<file path="src/rtl/cache_mem_arbiter.sv">
// cache_mem_arbiter
//   Shares one RAM port between the icache and the dcache. The dcache wins
//   ordinary conflicts and keeps the RAM across both words of a two-word block
//   (lock). The icache is promoted once it has waited STARVE_LIMIT cycles, but
//   only at a block boundary. A watchdog abandons any access that stays in a
//   service state too long, or that the RAM reports as ERROR, and sets a
//   sticky err flag.
// Ports
//   CLK, RST                      clock (rising edge), async active-high reset
//   iREN, iaddr                   icache read request and word address
//   iwait, iload                  icache handshake (low for one cycle) and data
//   dREN, dWEN, daddr, dstore     dcache request, address and write data
//   dwait, dload                  dcache handshake (low for one cycle) and data
//   ramREN, ramWEN, ramaddr,
//   ramstore                      RAM command, decoded from the current state
//   ramload, ramstate             RAM read data and status (FREE/BUSY/ACCESS/ERROR)
//   err                           sticky timeout/error flag
module cache_mem_arbiter #(
    parameter int STARVE_LIMIT = 8,
    parameter int TIMEOUT      = 64
) (
    input  logic        CLK,
    input  logic        RST,
    input  logic        iREN,
    input  logic [31:0] iaddr,
    output logic        iwait,
    output logic [31:0] iload,
    input  logic        dREN,
    input  logic        dWEN,
    input  logic [31:0] daddr,
    input  logic [31:0] dstore,
    output logic        dwait,
    output logic [31:0] dload,
    output logic        ramREN,
    output logic        ramWEN,
    output logic [31:0] ramaddr,
    output logic [31:0] ramstore,
    input  logic [31:0] ramload,
    input  logic [1:0]  ramstate,
    output logic        err
);

    typedef enum logic [1:0] {IDLE, DSERV, ISERV} state_e;

    localparam logic [1:0] RS_ACCESS = 2'd2;
    localparam logic [1:0] RS_ERROR  = 2'd3;

    localparam int SW = $clog2(STARVE_LIMIT + 1);
    localparam int WW = $clog2(TIMEOUT);
    localparam logic [SW-1:0] SLIM  = SW'(STARVE_LIMIT);
    localparam logic [WW-1:0] WLAST = WW'(TIMEOUT - 1);

    state_e         state_q, state_d;
    logic           lock_q, lock_d;
    logic [SW-1:0]  starve_q, starve_d;
    logic [WW-1:0]  wdog_q, wdog_d;
    logic           err_q, err_d;

    logic dreq, access, fault, icomp;

    assign dreq   = dREN | dWEN;
    assign access = (ramstate == RS_ACCESS);
    // Either the RAM reports a hard error or this is the last allowed cycle.
    assign fault  = (ramstate == RS_ERROR) || (wdog_q == WLAST);
    assign err    = err_q;

    always_ff @(posedge CLK or posedge RST) begin
        if (RST) begin
            state_q  <= IDLE;
            lock_q   <= 1'b0;
            starve_q <= '0;
            wdog_q   <= '0;
            err_q    <= 1'b0;
        end else begin
            state_q  <= state_d;
            lock_q   <= lock_d;
            starve_q <= starve_d;
            wdog_q   <= wdog_d;
            err_q    <= err_d;
        end
    end

    always_comb begin
        state_d  = state_q;
        lock_d   = lock_q;
        err_d    = err_q;
        icomp    = 1'b0;
        iwait    = 1'b1;
        iload    = '0;
        dwait    = 1'b1;
        dload    = '0;
        ramREN   = 1'b0;
        ramWEN   = 1'b0;
        ramaddr  = '0;
        ramstore = '0;

        case (state_q)
            IDLE: begin
                // A held lock beats starvation so a block is never split.
                if (lock_q && dreq)                  state_d = DSERV;
                else if (iREN && starve_q >= SLIM)   state_d = ISERV;
                else if (dreq)                       state_d = DSERV;
                else if (iREN)                       state_d = ISERV;
            end
            DSERV: begin
                ramaddr  = daddr;
                ramREN   = dREN & ~dWEN;
                ramWEN   = dWEN;
                ramstore = dstore;
                if (dreq && access) begin
                    dwait   = 1'b0;
                    dload   = ramload;
                    state_d = IDLE;
                    // Finishing word0 of a block keeps the RAM for word1.
                    lock_d  = ~daddr[2];
                end else if (fault) begin
                    state_d = IDLE;
                    err_d   = 1'b1;
                    lock_d  = 1'b0;
                end else if (!dreq) begin
                    state_d = IDLE;
                    lock_d  = 1'b0;
                end
            end
            ISERV: begin
                ramaddr = iaddr;
                ramREN  = 1'b1;
                if (iREN && access) begin
                    iwait   = 1'b0;
                    iload   = ramload;
                    icomp   = 1'b1;
                    state_d = IDLE;
                end else if (fault) begin
                    state_d = IDLE;
                    err_d   = 1'b1;
                    lock_d  = 1'b0;
                end else if (!iREN) begin
                    state_d = IDLE;
                end
            end
            default: state_d = IDLE;
        endcase

        // Watchdog counts service cycles only.
        wdog_d = (state_q == IDLE) ? '0 : wdog_q + 1'b1;

        if (!iREN || icomp)
            starve_d = '0;
        else if (state_q != ISERV && starve_q < SLIM)
            starve_d = starve_q + 1'b1;
        else
            starve_d = starve_q;
    end

endmodule

</file>
<file path="config.mk">
export PLATFORM = sky130hd
export DESIGN_NAME = cache_mem_arbiter
export DESIGN_NICKNAME = d
export VERILOG_FILES = /design/src/rtl/cache_mem_arbiter.sv
export SDC_FILE = /design/constraint.sdc
export NUM_CORES = 1
export LEC_CHECK = 0
export CAP_MARGIN = 20
export CORE_ASPECT_RATIO = 0.5
export CORE_MARGIN = 4
export CORE_UTILIZATION = 25
export DETAILED_ROUTE_END_ITERATION = 16
export PLACE_DENSITY = 0.82
export SETUP_SLACK_MARGIN = 0.02
export SLEW_MARGIN = 30
export SYNTH_ARGS = -nofsm -noshare
export SYNTH_HDL_FRONTEND = slang
export SYNTH_SLANG_ARGS = --single-unit
</file>
<file path="constraint.sdc">
create_clock -name CLK -period 2.18 [get_ports CLK]
set_input_delay 0.545 -clock CLK [delete_from_list [all_inputs] [get_ports CLK]]
set_output_delay 0.545 -clock CLK [all_outputs]
set_load 0.02 [all_outputs]
</file>
==> flow_summary.yaml, run 1 <==
clock_network:
  clk_pin_slew_ns: 0.05
  cts_sinks: 14
  cts_buffer_count: 3
  cts-root-to-sink-buffers: 2
  number_of_hold_repair_buffers_added_at_the_cts_stage: 0
  tritoncts: "built"
  h_tree_levels: 1
  cts.root.buffer_cell: "clkbuf_16"
  clock_insertion_delay_worst_skew_ns: 0.25
floorplanning:
  fp.coreArea_sq_mm: 0.00749
  design.portCount: 268
  floorplan.rows: 22
  die_height_microns: 70.7
  die_x_microns: 133
  start_util: 0.263
  floorplan.die_area_sq_mm: 0.00944
finish:
  area_growth_pct: 194
  antenna_cells: 0
  final_design_area_no_fill_sq_mm: 0.00578
  layout_common_cells: "clkdlybuf4s50_1, buf_6, and2_4"
  nNetsFinal: 709
  layout-drive-gt1-share: 0.563
  leading_cell_type_in_the_layout_fill_and_taps_excluded: "clkdlybuf4s50_1"
run:
  drv_cap: 0
global_route:
  wire_length_of_the_first_global_routing_pass_mm: 18.7
  grt_antenna_before_repair: 0
  grt_overflow_total: 0
  grt_max_degree: 33
  groute.usage.overall: 0.250
  first_global_vias: 3293
synth:
  synth-seq-area-share: 0.178
  synth_flop_cell: "dfrtp_1"
  post_synth_instance_area_sq_mm: 0.00197
  synth_compound_gate_area_share: 0.193
  avg_cell_area_syn_sq_um: 7.28
  synth_top_family_by_area: "simple AND/OR/NAND/NOR gates"
  ys_ff_latch: 14
  postSynthCellCount: 270
  synth_edf_count: 0
  mux_contribution_to_synthesized_area: 0.0108
  ys_warn_count: 0
  post_synth_xor_area_fraction: 0.0223
  asyncSetResetFlopFracSynth: 1.00
  share_of_synthesized_cell_area_in_and_or_nand_and_nor_gates: 0.497
  synth.lib_cells_used.distinct: 34
  mappedNetlistNets: 411
  synth_adder_area_share: 0.0382
timing:
  tightestPinTransition_ns: 0.569
  worst_slew_margin_rel: 0.620
  clock.fmax_mhz: 432
  report.final.slew_viol_count: 0
  final_worst_clock_skew_ns: 0.00168
  final_ws_setup_ns: -0.137
  rsz_0062_raised_after_global_routing: "true"
  min_period_ns: 2.32
  hold-worst-slack_ns: 0.490
  timing.final.setup_violations: 91
  hold_violations: 0
  min_period_over_period: 1.06
worst_setup_path:
  timing_worst_setup_path_type: "in -> out"
  critical_path.startpoint_type: "primary input"
  cp.required_ns: 1.63
  rr_worst_depth: 8
  critical_path.endpoint_type: "output port"
  crit_arrival_ns: 1.77
  ff2ff_setup_slack_ns: 0.13
  worstPathMaxFanout: 8
worst_hold_path:
  worst_hold_path.num_cells: 1
  hp-class: "reg -> reg"
power_and_ir_drop:
  power.net_switching_mw: 1.84
  sw_frac_of_total: 0.452
  cellInternalPower_mw: 2.23
  vdd_drop_max_mv: 0.370
  power.density_cell_area_mw_per_mm2: 703
  static_leakage_power_nw: 2.57
  total_power_mw: 4.06
  power_frac_comb: 0.812
  sequential_share_of_power: 0.089
  power.share.clock: 0.099
detailed_routing:
  routed-via-count: 3281
  routedWlPerCell_microns: 21.5
  detail_route.first_pass.iterations: 4
  antenna_violating_nets_post_route: 0
  total_wire_length_after_detailed_routing_mm: 14.5
  viasPerCell: 4.86
  drt_iter0_markers: 165
  remaining_drc_errors: 0
placement:
  gp_congestion: 0.795
  place_hpwl_mm: 9.04
  preCtsSetupSlack_ns: -0.674
  dp_area_sq_mm: 0.00490
  place.port_buffers: 267
status:
  violations: "negative setup slack"
  status: "finished, violations left"
-- cell type report --
class,instances,area [sq um]
fillers,485,1710
multi-input cells,225,1960
clock buffers,4,88.8
flip-flops and latches,14,350
inverters,8,32.5
repair buffers,316,3210
well taps,108,135
-- flip-flops by register name, summed over array words and instances, names as in the netlist --
signal and cells:
starve_q 4, lock_q 1, state_q 2, err 1, wdog_q 6
-- cell usage after synthesis (2+ instances only) --
master / n / share of area
nand3_1: 5 / 0.013
a22oi_1: 32 / 0.12
dfrtp_1: 14 / 0.18
nor2b_1: 35 / 0.11
nor2_1: 9 / 0.017
nand3b_1: 2 / 0.0076
clkbuf_1: 20 / 0.038
ha_1: 6 / 0.038
and2_1: 100 / 0.32
buf_2: 3 / 0.0076
a22o_1: 2 / 0.0089
o21ai_0: 5 / 0.013
xnor2_1: 3 / 0.013
xor2_1: 2 / 0.0089
nand2_1: 4 / 0.0076
inv_1: 8 / 0.015
a21boi_0: 2 / 0.0076
a21oi_1: 2 / 0.0051
-- through the flow --
step	utilization	instances	TNS (ns)
after floorplan	-	270	0
after global placement	0.655	644	-52.00
after detailed placement	0.655	644	-52.51
after CTS	0.725	666	-4.65
after global routing	0.772	675	-9.36
final	0.772	675	-5.00
-- kinds of logic after synthesis --
| family | after synthesis |
|---|---|
| AOI/OAI and AO/OA | 51 |
| xor gates and xnor gates | 5 |
| adders and majority gates | 6 |
| buffers and inverters | 31 |
| DFF | 14 |
| muxes | 2 |
| and+or+nand+nor | 161 |
-- worst max-delay path, cell delays in order --
cell and delay (ns):
dlygate4sd2_1 0.25, nand2b_4 0.18, nor2_4 0.18, buf_12 0.14
buf_12 0.11, buf_16 0.12, and2_4 0.14, buf_6 0.11
-- path summary, 6_finish.rpt --
check | start | to
worst max-delay path | ramstate[0] | iload[23]
worst min-delay path | wdog_q[0]$_DFF_PP0_ | wdog_q[0]$_DFF_PP0_
worst max register to register | state_q[1]$_DFFE_PP0P_ | lock_q$_DFFE_PP0P_
worst min register to register | wdog_q[0]$_DFF_PP0_ | wdog_q[0]$_DFF_PP0_
max in group asynchronous | RST | starve_q[3]$_DFFE_PP0P_
min in group asynchronous | RST | err$_DFFE_PP0P_
-- power groups by stage --
| stage | Sequential (mW) | Clock, mW | Combinational, mW |
|---|---|---|---|
| finish | 0.362 | 0.403 | 3.30 |
| global route | 0.366 | 0.417 | 3.45 |
| CTS | 0.360 | 0.395 | 2.83 |
| detailed placement | 0.357 | 0 | 2.69 |
| global placement | 0.352 | 0 | 2.67 |
| floorplan | 0.344 | 0 | 1.36 |
-- per-layer routing --
layer,up-vias,share of wire,global-route usage
met3,26,0.054,0.0455
met2,129,0.53,0.468
met5,-,0,0
met4,0,0.019,0.0490
met1,1629,0.39,0.303
li1,1497,-,-
-- repair_timing --
action | 4_1_cts | 5_1_grt
gates resized for setup | 689 | 164
hold endpoints to repair | 0 | 0
pin swaps | 16 | 33
setup buffers | 10 | 7
cloned | 8 | 6
setup endpoints to repair | 131 | 127
No activity file was read; power rests on OpenSTA's default activity.
==> run 2: changes to the inputs <==
--- a/config.mk
+++ b/config.mk
@@ -6,11 +6,10 @@
 export NUM_CORES = 1
 export LEC_CHECK = 0
 export CAP_MARGIN = 20
-export CORE_ASPECT_RATIO = 0.5
-export CORE_MARGIN = 4
-export CORE_UTILIZATION = 25
+export CORE_AREA = 4 4 102 104
 export DETAILED_ROUTE_END_ITERATION = 16
-export PLACE_DENSITY = 0.82
+export DIE_AREA = 0 0 106 108
+export PLACE_DENSITY = 0.7
 export SETUP_SLACK_MARGIN = 0.02
 export SLEW_MARGIN = 30
 export SYNTH_ARGS = -nofsm -noshare
==> run 2 against run 1 <==
Compared with the run above: the flow still finishes with violations (negative setup slack); power increased by 5.5%; flip-flop and latch count unchanged; core utilization decreased by 17 points; count of clock-buffer cells in the layout unchanged; final cell count increased by 3.0%; global-route usage decreased by 4.4 points; worst setup slack improved by 0.067 ns; die area increased by 21%; sequential power decreased by 2%; non-clock buffer count decreased by 5; clock power decreased by 35%; cell area about the same.
==> flow_summary.yaml, run 2 (same netlist as run 1, synthesis figures left out) <==
status:
  status: "finished, violations left"
  violations: "negative setup slack"
detailed_routing:
  drt_iter0_markers: 122
  remaining_drc_errors: 0
  antenna_violating_nets_post_route: 0
  routedWlPerCell_microns: 18.5
  detail_route.first_pass.iterations: 4
  total_wire_length_after_detailed_routing_mm: 12.9
  routed-via-count: 3117
  viasPerCell: 4.48
power_and_ir_drop:
  power.density_cell_area_mw_per_mm2: 742
  sw_frac_of_total: 0.427
  static_leakage_power_nw: 2.54
  sequential_share_of_power: 0.082
  vdd_drop_max_mv: 0.366
  power_frac_comb: 0.856
  cellInternalPower_mw: 2.46
  power.share.clock: 0.061
  power.net_switching_mw: 1.83
placement:
  place_hpwl_mm: 9.41
  place.port_buffers: 267
  gp_congestion: 0.847
  dp_area_sq_mm: 0.00491
clock_network:
  h_tree_levels: 1
  tritoncts: "built"
  cts_sinks: 14
  number_of_hold_repair_buffers_added_at_the_cts_stage: 0
  clk_pin_slew_ns: 0.06
  cts_buffer_count: 3
  cts-root-to-sink-buffers: 2
  cts.root.buffer_cell: "clkbuf_8"
  clock_insertion_delay_worst_skew_ns: 0.25
floorplanning:
  fp.coreArea_sq_mm: 0.00955
  floorplan.die_area_sq_mm: 0.0114
  die_height_microns: 108
  start_util: 0.206
  die_x_microns: 106
  floorplan.rows: 36
  design.portCount: 268
timing:
  rsz_0062_raised_after_global_routing: "true"
  worst_slew_margin_rel: 0.625
  final_ws_setup_ns: -0.0692
  final_worst_clock_skew_ns: 0.00221
  min_period_ns: 2.25
  report.final.slew_viol_count: 0
  tightestPinTransition_ns: 0.562
  clock.fmax_mhz: 445
  timing.final.setup_violations: 76
  min_period_over_period: 1.03
  setup_total_negative_slack_ns: -1.95
  hold_violations: 0
worst_setup_path:
  critical_path.startpoint_type: "flop"
  cp.required_ns: 1.63
  critical_path.endpoint_type: "output port"
  timing_worst_setup_path_type: "reg -> out"
  crit_arrival_ns: 1.70
  worstPathMaxFanout: 7
finish:
  top_register: "wdog_q"
  nNetsFinal: 704
  largest_register_ff_count: 6
  largestRegisters: "wdog_q (6), starve_q (4), state_q (2)"
  n_fill_cell: 818
  final_core_util: 0.605
  leading_cell_type_in_the_layout_fill_and_taps_excluded: "clkdlybuf4s50_1"
  layout_common_cells: "clkdlybuf4s50_1, buf_6, and2_4"
  antenna_cells: 0
  layout-drive-gt1-share: 0.521
  area_growth_pct: 194
  final_design_area_no_fill_sq_mm: 0.00578
worst_hold_path:
  hp-class: "reg -> reg"
global_route:
  grt_max_degree: 31
  grt_antenna_before_repair: 0
  wire_length_of_the_first_global_routing_pass_mm: 18.7
  groute.usage.overall: 0.206
  grt_overflow_total: 0
  first_global_vias: 3406
run:
  drv_cap: 0
[run 2: changes by cell type in the layout (fill, tap and decap cells not counted), sizes merged]
cell / previous run / this run
clkdlybuf4s15: 2 / 3
dlygate4sd2: 3 / 4
clkbuf: 12 / 17
buf: 173 / 161
[run 2: routing by layer]
layer | wire length (microns) | track usage | up-vias
met2 | 7000 | 0.367 | 122
li1 | - | - | 1482
met4 | 279 | 0.0527 | 0
met5 | 0 | 0 | -
met1 | 4710 | 0.237 | 1490
met3 | 856 | 0.0704 | 23
[run 2: cell type report]
type	instances	area [sq um]	share of cell area
Timing Repair Buffer	311	3210	0.555
Sequential cell	14	350	0.0606
Multi-Input combinational cell	225	1970	0.341
Inverter	8	30.0	0.00520
Tap cell	133	166	0.0288
Clock buffer	4	55.1	0.00953
[run 2: through the flow]
stage          total power [mW]  instances  setup slack [ns]  hold slack [ns]
2_1_floorplan              1.70        270            0.0547            0.434
3_3_place_gp               3.03        669            -0.808            0.457
3_5_place_dp               3.05        669            -0.828            0.469
4_1_cts                    3.44        689           -0.0789            0.477
5_1_grt                    4.52        695            -0.119            0.518
6_report                   4.29        695           -0.0692            0.473
[run 2: power groups by stage]
stage	logic [mW]	clock network [mW]	registers (mW)
3_3_place_gp	2.67	0	0.351
5_1_grt	3.88	0.282	0.363
4_1_cts	2.82	0.265	0.351
3_5_place_dp	2.69	0	0.354
2_1_floorplan	1.36	0	0.344
6_report	3.67	0.262	0.353
[run 2: final timing paths]
kind	start	endpoint	slack [ns]	depth (start not counted)
min	wdog_q[0]$_DFF_PP0_	wdog_q[0]$_DFF_PP0_	0.47	1
max reg2reg	state_q[1]$_DFFE_PP0P_	lock_q$_DFFE_PP0P_	0.11	8
max in group asynchronous	RST	lock_q$_DFFE_PP0P_	1.16	2
min in group asynchronous	RST	wdog_q[3]$_DFF_PP0_	0.65	2
min reg2reg	wdog_q[0]$_DFF_PP0_	wdog_q[0]$_DFF_PP0_	0.47	1
max	state_q[0]$_DFFE_PP0P_	ramaddr[14]	-0.07	6
[run 2: what timing repair did]
action                                 in CTS  in global routing
setup endpoints to repair                 132                132
endpoints found under the hold margin       0                  0
buffers inserted                           11                  5
gates resized for setup                   692                190
cloned                                      5                  6
pin swaps                                  34                 26
[run 2: critical path, cell delays in order (launching register included)]
cell     delay [ns]
dfrtp_1        0.42
inv_2          0.08
buf_6          0.12
ha_4           0.34
buf_2          0.17
nor2b_2        0.18
buf_6          0.14
==> run 3: changes to the inputs <==
--- a/config.mk
+++ b/config.mk
@@ -9,6 +9,7 @@
 export CORE_AREA = 4 4 102 104
 export DETAILED_ROUTE_END_ITERATION = 16
 export DIE_AREA = 0 0 106 108
+export GPL_TIMING_DRIVEN = 0
 export PLACE_DENSITY = 0.7
 export SETUP_SLACK_MARGIN = 0.02
 export SLEW_MARGIN = 30
==> run 3 against run 2 <==
Compared with the run above: the flow still finishes with violations (negative setup slack); via count is 4.2% lower; die area is the same; first-iteration DRC count decreased by 14%; core utilization shrank 5.4 points; maximum frequency down 0.89%; wire length decreased by 6.2%; worst setup slack worse by 0.020 ns.
==> flow_summary.yaml, run 3 (same netlist as run 1, synthesis figures left out) <==
worst_hold_path:
  worst_hold_path.num_cells: 1
  min-delay-start: "err$_DFFE_PP0P_"
  hp-class: "reg -> reg"
  worst_hold_path.endpoint: "err$_DFFE_PP0P_"
worst_setup_path:
  critPathMostFrequentCell: "buf_6"
  worst_path_bufs_invs: 4
  ff2ff_setup_slack_ns: 0.35
  destination_of_the_worst_register_to_register_timing_path: "lock_q$_DFFE_PP0P_"
  timing_worst_setup_path_type: "reg -> out"
  crit-reg2reg-launch: "state_q[0]$_DFFE_PP0P_"
  rr_worst_depth: 7
  worstPathMaxFanout: 6
  crit_path_max_incr_delay_ns: 0.45
  cp.required_ns: 1.63
  critPathSlowestCell: "dfrtp_2"
  crit_chain: "inv_4, ha_4, o21ai_4, nor2_4, buf_6, buf_8, and2_4, buf_6"
  crit_arrival_ns: 1.72
  critical_path.top_delay_family: "buffers and inverters"
  critical_path.startpoint_type: "flop"
  critical_path.endpoint_type: "output port"
finish:
  area_growth_pct: 168
  final_design_area_no_fill_sq_mm: 0.00527
  largestRegisters: "wdog_q (6), starve_q (4), state_q (2)"
  antenna_cells: 0
  n_fill_cell: 921
  leading_cell_type_in_the_layout_fill_and_taps_excluded: "clkdlybuf4s50_1"
  layout-drive-gt1-share: 0.449
  nNetsFinal: 697
  largest_register_ff_count: 6
  layout_common_cells: "clkdlybuf4s50_1, buf_6, and2_4"
  top_register: "wdog_q"
floorplanning:
  start_util: 0.206
  floorplan.rows: 36
  floorplan.die_area_sq_mm: 0.0114
  design.portCount: 268
  die_x_microns: 106
  die_height_microns: 108
  fp.coreArea_sq_mm: 0.00955
timing:
  final_ws_setup_ns: -0.0893
  hold_violations: 0
  worst_slew_margin_rel: 0.629
  rsz_0062_raised_after_global_routing: "true"
  min_period_ns: 2.27
  min_period_over_period: 1.04
  setup_total_negative_slack_ns: -3.84
  tightestPinTransition_ns: 0.556
  timing.final.setup_violations: 71
  report.final.slew_viol_count: 0
  final_worst_clock_skew_ns: 0.00268
  clock.fmax_mhz: 441
  hold-worst-slack_ns: 0.478
placement:
  place.port_buffers: 267
  dp_area_sq_mm: 0.00481
  place_hpwl_mm: 9.70
  gp_congestion: 0.863
power_and_ir_drop:
  total_power_mw: 3.29
  static_leakage_power_nw: 2.34
  power.density_cell_area_mw_per_mm2: 626
  vdd_drop_max_mv: 0.273
status:
  status: "finished, violations left"
  violations: "negative setup slack"
detailed_routing:
  viasPerCell: 4.34
  routed-via-count: 2986
  detail_route.first_pass.iterations: 4
  routedWlPerCell_microns: 17.5
  antenna_violating_nets_post_route: 0
  total_wire_length_after_detailed_routing_mm: 12.1
  drt_iter0_markers: 105
  remaining_drc_errors: 0
global_route:
  groute.usage.overall: 0.189
  first_global_vias: 3089
  grt_max_degree: 15
  wire_length_of_the_first_global_routing_pass_mm: 17.1
  grt_overflow_total: 0
  grt_antenna_before_repair: 0
clock_network:
  clk_pin_slew_ns: 0.06
  cts_sinks: 14
  cts_buffer_count: 3
  clock_insertion_delay_worst_skew_ns: 0.25
  h_tree_levels: 1
  tritoncts: "built"
  cts-root-to-sink-buffers: 2
  cts.root.buffer_cell: "clkbuf_8"
run:
  drv_cap: 0
[run 3: cell types whose count changed in the layout (fill, tap and decap cells not counted), moves of 14 or more]
cell	change
buf_6	-37
a22oi_2	-25
nor2b_4	-16
a22oi_1	+25
clkdlybuf4s15_2	+14
nor2b_1	+18
[run 3: what timing repair did]
item                                    CTS  global route
cloned                                    5             2
gates resized for setup                 448           369
pin swaps                                 2            39
buffers inserted                          5             6
hold buffers                              0             0
endpoints found under the setup margin  132           132
[run 3: metrics by stage]
step            util  worst slack (ns)  std cells
5_1_grt        0.551            -0.160        688
2_1_floorplan      -            0.0547        270
3_5_place_dp   0.503             -1.33        670
6_report       0.551           -0.0893        688
3_3_place_gp   0.503             -1.28        670
4_1_cts        0.518            -0.318        682
[run 3: worst reg2reg max path: cells and delay by family, from the launching register on]
family	cells	cell delay (ns)
adders and majority gates	1	0.20
DFF	1	0.43
muxes	1	0.32
AOI/OAI and AO/OA	2	0.38
buffers and inverters	2	0.24
and+or+nand+nor	1	0.14
[run 3: how the worst max path moves through the flow]
stage,from,endpoint,slack (ns),cells after the start
5_1_grt,state_q[1]$_DFFE_PP0P_,dload[30],-0.16,8
4_1_cts,state_q[0]$_DFFE_PP0P_,iload[19],-0.32,7
3_5_place_dp,ramstate[1],iload[29],-1.33,6
6_report,state_q[1]$_DFFE_PP0P_,dload[30],-0.09,8
2_1_floorplan,state_q[0]$_DFFE_PP0P_,ramaddr[30],0.05,7
3_3_place_gp,ramstate[1],iload[29],-1.28,6
[run 3: area by class of cell]
class,count,area (sq um),area share
timing repair buffer,282,2710,0.515
buffer,21,214,0.0406
multi-input combinational,226,1740,0.330
inverter,8,32.5,0.00618
clock buffer,4,55.1,0.0105
tap,133,166,0.0316
sequential,14,352,0.0668
[run 3: report_power, final]
part | leakage (nW) | switching (mW) | internal (mW)
clock | 0.0288 | 0.0943 | 0.160
sequential | 0.182 | 0.0552 | 0.306
combinational | 2.13 | 1.38 | 1.30
total | 2.34 | 1.53 | 1.76
[run 3: per-layer routing]
metal,global-route usage,wire length (microns)
met4,0.0324,201
met1,0.216,4340
met2,0.344,6480
met3,0.0699,1030
met5,0,0
==> variant: new RTL, flow settings as in run 2 <==
Reset style: synchronous (`RST`), changed in one clocked block. Comments in the files are not updated.
--- a/src/rtl/cache_mem_arbiter.sv
+++ b/src/rtl/cache_mem_arbiter.sv
@@ -64,7 +64,7 @@
     assign fault  = (ramstate == RS_ERROR) || (wdog_q == WLAST);
     assign err    = err_q;
 
-    always_ff @(posedge CLK or posedge RST) begin
+    always_ff @(posedge CLK) begin
         if (RST) begin
             state_q  <= IDLE;
             lock_q   <= 1'b0;
Function: differs if RST is asserted again (counterexample within 4 cycles, from zero or initial values and one cycle with RST high); with RST held inactive, the same outputs for 10 cycles.
==> variant against run 2 <==
Design area down 12%; sequential cell count unchanged; clock skew down 0.0010 ns; wire length down 12%; worst setup slack better by 0.11 ns; synthesized area down 4.6%; largest cell class unchanged.
Power is not compared: it rests on default switching activity, and its combinational part moved more than twofold at a synthesized area within 25%.
==> variant: results <==
export IMPL_skew_ns=0.00119
export IMPL_antenna_found_initial=0
export IMPL_status="finished, final reports clean"
export IMPL_ys_seq_area_frac=0.149
export IMPL_drive_gt1_frac=0.420
export IMPL_htree_num_levels=1
export IMPL_portBuffers=267
export IMPL_cts_root_buf="clkbuf_8"
export IMPL_grt_pass1_vias=2870
export IMPL_synth_compound_area_frac=0.189
export IMPL_hpwl_um=8970
export IMPL_p_switching_w=0.000570
export IMPL_num_antenna_cells=0
export IMPL_max_stage_delay_ns=0.22
export IMPL_cp_max_fo=7
export IMPL_async_flop_share=0
export IMPL_slowest_stage="clkdlybuf4s15_2"
export IMPL_clock_path_buffers=2
export IMPL_fillers=909
export IMPL_nNetsFinal=690
export IMPL_dr_first_iter_drc_count=80
export IMPL_clk_latency_ns=0.24
export IMPL_p_leak_nw=2.15
export IMPL_yosys_top_cells_count="and2_1 (98), a22oi_1 (33), nor2b_1 (32)"
export IMPL_globalplace_congestion=0.792
export IMPL_grt_usage=0.166
export IMPL_grt_max_degree=39
export IMPL_synth_warnings=0
export IMPL_vias_per_cell=4.30
export IMPL_netlist_area_leader_share=0.327
export IMPL_vdd_drop_max_v=0.000241
export IMPL_synth_xor_area_share=0.0280
export IMPL_synth_nets=409
export IMPL_max_slew_margin=0.702
export IMPL_synthAdderAreaFrac=0.0400
export IMPL_firstDrtPassIters=4
export IMPL_routed_wl_um=11300
export IMPL_yosysUniqueCellTypes=35
export IMPL_numCtsBuffers=3
export IMPL_hp_class="flip-flop to flip-flop"
export IMPL_grt_pass1_wl_um=15600
export IMPL_clkTransAtPathRegs_ns=0.06
export IMPL_synth_area_mux_share=0
export IMPL_ys_flop_type="dfxtp_1"
export IMPL_dpl_worst_slack_ns=-0.724
export IMPL_synthTopCellsByArea="and2_1 (33%), dfxtp_1 (15%), a22oi_1 (13%)"
## variant: cell count changes after synthesis, sizes merged, moves of 2 or more
cell	delta
dfxtp	+14
and2	-2
o31ai	+2
nand2b	+2
nand3	-4
o21ai	-2
nor2b	-3
a21boi	-2
nor2	+7
dfrtp	-14
## variant: worst paths after layout
kind / cells after the start / to / slack, ns / start
worst max-delay path: 7 / dload[2] / 0.04 / dREN
worst min-delay path: 1 / wdog_q[0] / 0.47 / wdog_q[0]
worst max register to register: 6 / lock_q / 0.56 / state_q[0]
worst min register to register: 1 / wdog_q[0] / 0.47 / wdog_q[0]
## variant: per-layer routing
metal  global-route usage  wire (um)
met1                0.198       4460
met2                0.306       5920
met3               0.0394        714
met4               0.0305        195
met5                    0          0
## variant: kinds of logic after synthesis
| kind of cell | Yosys count |
|---|---|
| AOI/OAI and AO/OA | 46 |
| xor gates and xnor gates | 6 |
| adders and majority gates | 6 |
| buffers and inverters | 32 |
| DFF | 14 |
| and+or+nand+nor | 164 |
## variant: final cells by class
type,count,share of cell area
Timing Repair Buffer,299,0.564
Multi-Input combinational cell,222,0.329
Sequential cell,14,0.0560
Tap cell,133,0.0326
Clock buffer,4,0.0108
Inverter,9,0.00712
## variant: worst max-delay path, delay by kind of cell
kind,cells,cell delay [ns]
buffers and inverters,4,0.62
AOI/OAI and AO/OA,1,0.20
and+or+nand+nor,2,0.22
## variant: power groups by stage
stage | logic (W) | registers (W) | clock network (W)
after global routing | 0.00117 | 0.000277 | 0.000275
after floorplan | 0.000403 | 0.000280 | 0
after CTS | 0.000973 | 0.000276 | 0.000258
after detailed placement | 0.000998 | 0.000280 | 0
after global placement | 0.000987 | 0.000279 | 0
final | 0.00110 | 0.000276 | 0.000247
## variant: timing repair
action / CTS / global route
cloned: 1 / 4
setup buffers: 3 / 1
resized for setup: 569 / 93
pin swaps: 3 / 9
hold endpoints to repair: 0 / 0
hold buffers: 0 / 0
setup endpoints to repair: 132 / 101
## variant: metrics by stage
step           cells  instance area (um^2)  hold slack [ns]
5_1_grt          681                  5100            0.525
3_3_place_gp     668                  4870            0.443
6_report         681                  5100            0.465
3_5_place_dp     668                  4870            0.458
2_1_floorplan    268                  1880            0.430
4_1_cts          676                  4740            0.473
